<file path="src/rtl/mult_pkg.sv">
// Shared types and constants for the sequential MULT/MULTU unit.
// Optional signed support is enabled by defining MULT_SIGNED_EN.
package mult_pkg;

  typedef enum logic [2:0] {
    IDLE  = 3'd0,
    CALC  = 3'd1,
    FIX_A = 3'd2,
    FIX_B = 3'd3,
    DONE  = 3'd4
  } state_t;

  localparam int MULT_N_BITS = 32;
  localparam int MULT_ITER   = 32;

endpackage

</file>
<file path="src/rtl/mult_seq_mcla32.sv">
// 32-bit two-level carry-lookahead adder (4-bit groups, 8-group lookahead).
// Shared by the multiplier for both accumulation and HI correction.
module MCLA32 (
  input  logic [31:0] a_i,
  input  logic [31:0] b_i,
  input  logic        cin_i,
  output logic [31:0] sum_o,
  output logic        cout_o
);

  logic [31:0] w_g;
  logic [31:0] w_p;
  logic [7:0]  w_gg;
  logic [7:0]  w_gp;
  logic [8:0]  w_gc;
  logic [32:0] w_c;

  assign w_g = a_i & b_i;
  assign w_p = a_i ^ b_i;

  always_comb begin
    w_gg = '0;
    w_gp = '0;
    w_gc = '0;
    w_c  = '0;
    for (int i = 0; i < 8; i++) begin
      w_gg[i] = w_g[4*i+3]
              | (w_p[4*i+3] & w_g[4*i+2])
              | (w_p[4*i+3] & w_p[4*i+2] & w_g[4*i+1])
              | ((&w_p[4*i+3 -: 3]) & w_g[4*i]);
      w_gp[i] = &w_p[4*i +: 4];
    end
    // group carries resolve before any in-group ripple
    w_gc[0] = cin_i;
    for (int i = 0; i < 8; i++) begin
      w_gc[i+1] = w_gg[i] | (w_gp[i] & w_gc[i]);
    end
    for (int i = 0; i < 8; i++) begin
      w_c[4*i] = w_gc[i];
      for (int j = 0; j < 3; j++) begin
        w_c[4*i+j+1] = w_g[4*i+j]
                     | (w_p[4*i+j] & w_c[4*i+j]);
      end
    end
    w_c[32] = w_gc[8];
  end

  assign sum_o  = w_p ^ w_c[31:0];
  assign cout_o = w_c[32];

endmodule

</file>
<file path="src/rtl/mult_seq.sv">
// Radix-2 shift-add 32x32 multiplier with start/busy/done handshake.
// Define MULT_SIGNED_EN for MULT support (HI correction in FIX_A/FIX_B).
module mult_seq
  import mult_pkg::*;
#(
  parameter int N_BITS = 32,
  parameter int CNT_W  = 5
) (
  input  logic        clk,
  input  logic        rst_n,
  input  logic        start_i,
  input  logic        cancel_i,
  input  logic        signed_i,
  input  logic [31:0] op_a_i,
  input  logic [31:0] op_b_i,
  output logic        busy_o,
  output logic        done_o,
  output logic [31:0] hi_o,
  output logic [31:0] lo_o
);

  if (N_BITS != MULT_N_BITS || CNT_W != $clog2(N_BITS))
  begin : g_bad_width
    $error("mult_seq: N_BITS must be 32, CNT_W 5");
  end

  state_t r_state;
  state_t w_next;

  logic [32:0]      r_acc;
  logic [31:0]      r_mplier;
  logic [31:0]      r_mcand;
  logic [CNT_W-1:0] r_cnt;
  logic [31:0]      r_hi;
  logic [31:0]      r_lo;

`ifdef MULT_SIGNED_EN
  logic [31:0] r_opb;
  logic        r_sgn_a;
  logic        r_sgn_b;
`endif

  logic [31:0] w_add_b;
  logic        w_cin;
  logic [31:0] w_sum;
  logic        w_cout;
  logic [64:0] w_shift;
  logic [32:0] w_acc_nxt;
  logic [31:0] w_mpl_nxt;
  logic        w_last;
  logic        w_unused;

  MCLA32 u_cla (
    .a_i    (r_acc[31:0]),
    .b_i    (w_add_b),
    .cin_i  (w_cin),
    .sum_o  (w_sum),
    .cout_o (w_cout)
  );

  // the shift always clears acc[32]; it is kept only as the carry slot
`ifdef MULT_SIGNED_EN
  assign w_unused = r_acc[32];
`else
  assign w_unused = r_acc[32] ^ signed_i;
`endif

  assign w_shift = {w_cout, w_sum, r_mplier} >> 1;
  assign w_last  = (r_cnt == CNT_W'(MULT_ITER - 1));

  always_comb begin
    w_add_b   = r_mplier[0] ? r_mcand : '0;
    w_cin     = 1'b0;
    w_acc_nxt = r_acc;
    w_mpl_nxt = r_mplier;
    unique case (r_state)
      CALC: begin
        w_acc_nxt = w_shift[64:32];
        w_mpl_nxt = w_shift[31:0];
      end
`ifdef MULT_SIGNED_EN
      FIX_A: begin
        w_add_b   = ~(r_sgn_a ? r_opb : 32'd0);
        w_cin     = 1'b1;
        w_acc_nxt = {1'b0, w_sum};
      end
      FIX_B: begin
        w_add_b   = ~(r_sgn_b ? r_mcand : 32'd0);
        w_cin     = 1'b1;
        w_acc_nxt = {1'b0, w_sum};
      end
`endif
      default: ;
    endcase
  end

  always_comb begin
    w_next = r_state;
    unique case (r_state)
      IDLE: begin
        if (start_i && !cancel_i) w_next = CALC;
      end
      CALC: begin
        if (cancel_i) begin
          w_next = IDLE;
        end else if (w_last) begin
`ifdef MULT_SIGNED_EN
          w_next = FIX_A;
`else
          w_next = DONE;
`endif
        end
      end
`ifdef MULT_SIGNED_EN
      FIX_A: w_next = cancel_i ? IDLE : FIX_B;
      FIX_B: w_next = cancel_i ? IDLE : DONE;
`endif
      DONE:    w_next = IDLE;
      default: w_next = IDLE;
    endcase
  end

  always_ff @(posedge clk or negedge rst_n) begin
    if (!rst_n) r_state <= IDLE;
    else        r_state <= w_next;
  end

  always_ff @(posedge clk or negedge rst_n) begin
    if (!rst_n) begin
      r_acc    <= '0;
      r_mplier <= '0;
      r_mcand  <= '0;
      r_cnt    <= '0;
      r_hi     <= '0;
      r_lo     <= '0;
`ifdef MULT_SIGNED_EN
      r_opb    <= '0;
      r_sgn_a  <= 1'b0;
      r_sgn_b  <= 1'b0;
`endif
    end else begin
      if (r_state == IDLE) begin
        if (w_next == CALC) begin
          r_acc    <= '0;
          r_mplier <= op_b_i;
          r_mcand  <= op_a_i;
          r_cnt    <= '0;
`ifdef MULT_SIGNED_EN
          r_opb    <= op_b_i;
          r_sgn_a  <= signed_i & op_a_i[31];
          r_sgn_b  <= signed_i & op_b_i[31];
`endif
        end
      end else if (r_state != DONE && !cancel_i) begin
        r_acc    <= w_acc_nxt;
        r_mplier <= w_mpl_nxt;
        if (r_state == CALC) r_cnt <= r_cnt + 1'b1;
      end
      if (w_next == DONE && r_state != DONE) begin
        r_hi <= w_acc_nxt[31:0];
        r_lo <= w_mpl_nxt;
      end
    end
  end

  assign busy_o = (r_state != IDLE);
  assign done_o = (r_state == DONE);
  assign hi_o   = r_hi;
  assign lo_o   = r_lo;

endmodule

</file>
<file path="config.mk">
export PLATFORM = sky130hd
export DESIGN_NAME = mult_seq
export DESIGN_NICKNAME = d
export VERILOG_FILES = /design/src/rtl/mult_pkg.sv /design/src/rtl/mult_seq_mcla32.sv /design/src/rtl/mult_seq.sv
export SDC_FILE = /design/constraint.sdc
export NUM_CORES = 1
export LEC_CHECK = 0
export ABC_CLOCK_PERIOD_IN_PS = 5100
export CAP_MARGIN = 20
export CORE_MARGIN = 2
export CORE_UTILIZATION = 55
export CTS_BUF_LIST = sky130_fd_sc_hd__clkbuf_2
export CTS_CLUSTER_SIZE = 8
export DETAILED_ROUTE_END_ITERATION = 7
export PLACE_DENSITY = 0.85
export RECOVER_POWER = 25
export SKIP_CTS_REPAIR_TIMING = 1
export SYNTH_ARGS = -nofsm -noshare
export SYNTH_HDL_FRONTEND = slang
export SYNTH_SLANG_ARGS = --single-unit
</file>
<file path="constraint.sdc">
create_clock -name clk -period 5.1 [get_ports clk]
set_clock_uncertainty 0.05 [all_clocks]
set_input_delay 0.51 -clock clk [delete_from_list [all_inputs] [get_ports clk]]
set_output_delay 0.51 -clock clk [all_outputs]
set_load 0.05 [all_outputs]
</file>
==> summary.md <==
| Metric | Value |
|---|---|
| Comb power frac | `0.205` |
| Adder-cell share of the synthesized area | `0.112` |
| Total Neg Setup Slack | `0 ns` |
| Portion of the post-synthesis area used by sequential elements | `0.532` |
| Drt first-iter violations | `317` |
| Critical path data required time | `5.63 ns` |
| Crit path cell chain | `nand2_1 > inv_1 > ha_1 > and3_1 > a221o_1 > a22oi_1 > a21oi_1 > nor2b_1 > o21a_1 > fa_1 > fa_1 > inv_1 > fa_1 > xnor2_1 > o21ai_0` |
| Level count of the clock H-tree | `4` |
| First-pass detailed-route iteration total | `5` |
| TritonCTS Sinks | `168` |
| Share of synthesized registers carrying an async set or reset | `1.00` |
| CTS Root Cell | `sky130_fd_sc_hd__clkbuf_2` |
| Most common library cell in the layout ignoring fill and taps | `sky130_fd_sc_hd__nand2_1` |
| Syn avg cell area | `10.2 um^2` |
| Number of buffers and inverters on the critical path | `2` |
| Last weighted congestion value of the routability-driven placer | `0.826` |
| Synthesized cell area | `7900 um^2` |
| CP delay by family, top | `compound AO/OA/AOI/OAI gates` |
| Mux cell area share after synthesis | `0.0456` |
| Cell-internal power | `0.00196 W` |
| Largest family of logic cells by synthesized area | `simple AND/OR/NAND/NOR gates` |
| Count of flip-flops with a built-in enable after synthesis | `0` |
| Fraction of the mapped netlist area in simple logic gates | `0.133` |
| Count of input and output buffers | `133` |
| Clock network power share | `0.246` |
| Final worst path period need | `4.21 ns` |
| Switching share of power | `0.311` |
| Initial antenna violation count | `1` |
| Worst hold start | `op_b_i[16]` |
| Most frequently used flop master after synthesis | `sky130_fd_sc_hd__dfrtp_1` |
| Number of cells in the finished layout apart from fillers | `1,092` |
| Placement row count | `43` |
| DRC | `0` |
| Achievable frequency | `238 MHz` |
| Insertion delay of the later-clocked pin in the worst-skew pair | `0.74 ns` |
| XOR/XNOR Fraction of Synth Area | `0.0111` |
| Global routing met3 resource utilization | `0.0371` |
| Post-DR vias/cell | `5.44` |
| First-pass GRT wire length | `27,900 um` |
| Number of warnings reported in the yosys synthesis log | `0` |
| Clock-pin slew on the worst setup and hold paths | `0.26 ns` |
| Worst voltage drop across the vdd grid | `0.211 mV` |
| I/O pins | `135` |
| Power density over cell area | `296 nW/um^2` |
| Busiest layer in global routing | `met2` |
| Number of violations of the max-capacitance limit | `1` |
| Slowest CP cell | `sky130_fd_sc_hd__dfrtp_1` |
| Sequential cell fraction of total power | `0.549` |
| Via count of the first global-routing pass | `5,737` |
| Floorplan core area | `13,900 um^2` |
| Cell count after synthesis | `776` |
| Launching instance or port of the critical path | `r_mplier[0]` |
| Horiz. Die Dim | `124 um` |
| Initial cell density of the core | `0.567` |
| Commonest cells after routing, fill and taps aside | `175 x sky130_fd_sc_hd__nand2_1, 168 x sky130_fd_sc_hd__dfrtp_1, 132 x sky130_fd_sc_hd__clkdlybuf4s50_1` |
| Total Wirelength | `17,300 um` |
| Die extent in y | `124 um` |
| Critical Setup Path Class | `flip-flop to flip-flop` |
| Layout overhead on the synthesized area | `22.0%` |
| Overflow left after global routing | `0` |
| Net switching power figure | `0.000886 W` |
| Maximum root-to-sink buffer count | `2` |
| Endpoint kind of the worst setup timing path | `flip-flop` |
| Worst min path class | `input port to flip-flop` |
| Number of placed cells counting well taps | `1,057` |
| Number of pins exceeding their max-slew limit in the final report | `87` |
| Critical path launch point type | `flip-flop` |
| Final hold violations | `0` |
| Setup repair after global routing missed its margin | `false` |
| Routing usage on met2 | `0.381` |
| Worst Path Max Fanout | `22` |
| Area of the die | `15,300 um^2` |
| Synth unique cells | `43` |
| Synthesized-area fraction occupied by ao, oa, aoi and oai cells | `0.119` |
| Average detailed-routed wire length per instance | `15.9 um` |
| Standby leakage power | `4.47 nW` |
| Total power | `0.00285 W` |
| Seq cells post-synth | `168` |
| Critical Path Most Common Cell | `sky130_fd_sc_hd__fa_1` |
| Overall fraction of global-route tracks in use | `0.239` |
| Outcome | `finished, violations left` |
| Headroom to the max-slew limit | `-1.51` |
| Maximum single-stage delay on the critical path | `0.87 ns` |
| Violations in the final reports | `capacitance limit, slew limit` |
| M1 GR Usage | `0.325` |
| Number of vias after detailed routing | `5,944` |
| Least-Margin Pin Slew | `3.77 ns` |
| Final period util | `0.825` |
| Final count of negative-setup-slack endpoints | `0` |
| Share of cells above drive strength 1 | `0.0856` |
| Post-Syn Nets | `902` |
| Signal arrival time at the worst endpoint | `4.74 ns` |
| Final ANT Viol Nets | `0` |
| Detailed Place HPWL | `11,800 um` |
| Clock buffer count from CTS | `17` |
| CTS tree | `built` |
| Pin count of the biggest net entering global routing | `96` |
| Number of nets in the layout | `1,024` |
| Critical R2R Launch | `r_mplier[0]` |
power by group through the flow:
| stage | Clock, W | Sequential (W) | Combinational [W] |
|---|---|---|---|
| after CTS | 0.000720 | 0.00156 | 0.000586 |
| after global routing | 0.000779 | 0.00158 | 0.000659 |
| after floorplan | 0 | 0.00155 | 0.000404 |
| after detailed placement | 0 | 0.00159 | 0.000581 |
| after global placement | 0 | 0.00158 | 0.000561 |
| final | 0.000702 | 0.00157 | 0.000583 |
cells in the mapped netlist (2+ instances only):
cell type / instances / area, um^2
sky130_fd_sc_hd__nand2_1: 175 / 657
sky130_fd_sc_hd__dfrtp_1: 168 / 4200
sky130_fd_sc_hd__o22ai_1: 53 / 332
sky130_fd_sc_hd__inv_1: 51 / 191
sky130_fd_sc_hd__o21ai_0: 45 / 225
sky130_fd_sc_hd__nor2_1: 44 / 165
sky130_fd_sc_hd__a21oi_1: 42 / 210
sky130_fd_sc_hd__ha_1: 34 / 425
sky130_fd_sc_hd__mux2_2: 32 / 360
sky130_fd_sc_hd__clkbuf_1: 27 / 101
sky130_fd_sc_hd__fa_1: 23 / 460
sky130_fd_sc_hd__and2_1: 12 / 75.1
sky130_fd_sc_hd__buf_2: 10 / 50.1
sky130_fd_sc_hd__xor2_1: 9 / 78.8
sky130_fd_sc_hd__nand3_1: 6 / 30.0
sky130_fd_sc_hd__nand4_1: 5 / 31.3
sky130_fd_sc_hd__a211oi_1: 4 / 30.0
sky130_fd_sc_hd__and3_1: 4 / 25.0
sky130_fd_sc_hd__a21o_1: 3 / 22.5
sky130_fd_sc_hd__a31oi_1: 2 / 12.5
sky130_fd_sc_hd__buf_1: 2 / 7.51
sky130_fd_sc_hd__buf_6: 2 / 22.5
sky130_fd_sc_hd__nor2b_1: 2 / 12.5
sky130_fd_sc_hd__o21bai_1: 2 / 15.0
layer usage:
layer,wire length [um],share of wire
met1,7560,0.44
met2,8600,0.50
met3,728,0.042
met4,428,0.025
met5,0,0
worst min-delay path: stages:
cell and delay [ns]:
sky130_fd_sc_hd__clkdlybuf4s50_1 0.40, sky130_fd_sc_hd__o22ai_1 0.11, sky130_fd_sc_hd__a21oi_1 0.08
state kept, by name (all words and copies together), names as in the netlist:
signal,count
r_acc,32
hi_o,32
r_state,3
r_mplier,32
r_mcand,32
r_cnt,5
lo_o,32
cells by family after synthesis:
group                      after synthesis
and+or+nand+nor                        255
DFF                                    168
AOI/OAI and AO/OA                      160
buffers and inverters                   93
adders and majority gates               57
muxes                                   32
xor gates and xnor gates                10
other                                    1
metrics by stage:
stage                     setup WS, ns  hold slack, ns   util  instance area, um^2
after floorplan                   1.55           0.164      -                 7900
after global placement           0.990           0.406  0.672                 9370
after detailed placement         0.869           0.411  0.672                 9370
after CTS                        0.851          -0.288  0.689                 9610
after global routing             0.443           0.235  0.692                 9640
final                            0.894           0.297  0.692                 9640
path summary, 6_finish.rpt:
| check | depth (start not counted) | to | slack, ns |
|---|---|---|---|
| max | 15 | hi_o[30] | 0.89 |
| min | 3 | r_mplier[16] | 0.30 |
| max reg2reg | 15 | hi_o[30] | 0.89 |
| min reg2reg | 2 | hi_o[21] | 0.45 |
| max in group asynchronous | 2 | r_acc[20] | 1.17 |
| min in group asynchronous | 2 | r_acc[8] | 1.68 |
layout make-up:
type,instances,area [um^2]
Clock buffer,18,90.1
Antenna cell,1,2.50
Timing Repair Buffer,144,1450
Fill cell,1054,4290
Sequential cell,168,4200
Inverter,52,195
Clock inverter,14,150
Multi-Input combinational cell,515,3330
Tap cell,180,225
(Power assumes the default switching activity.)
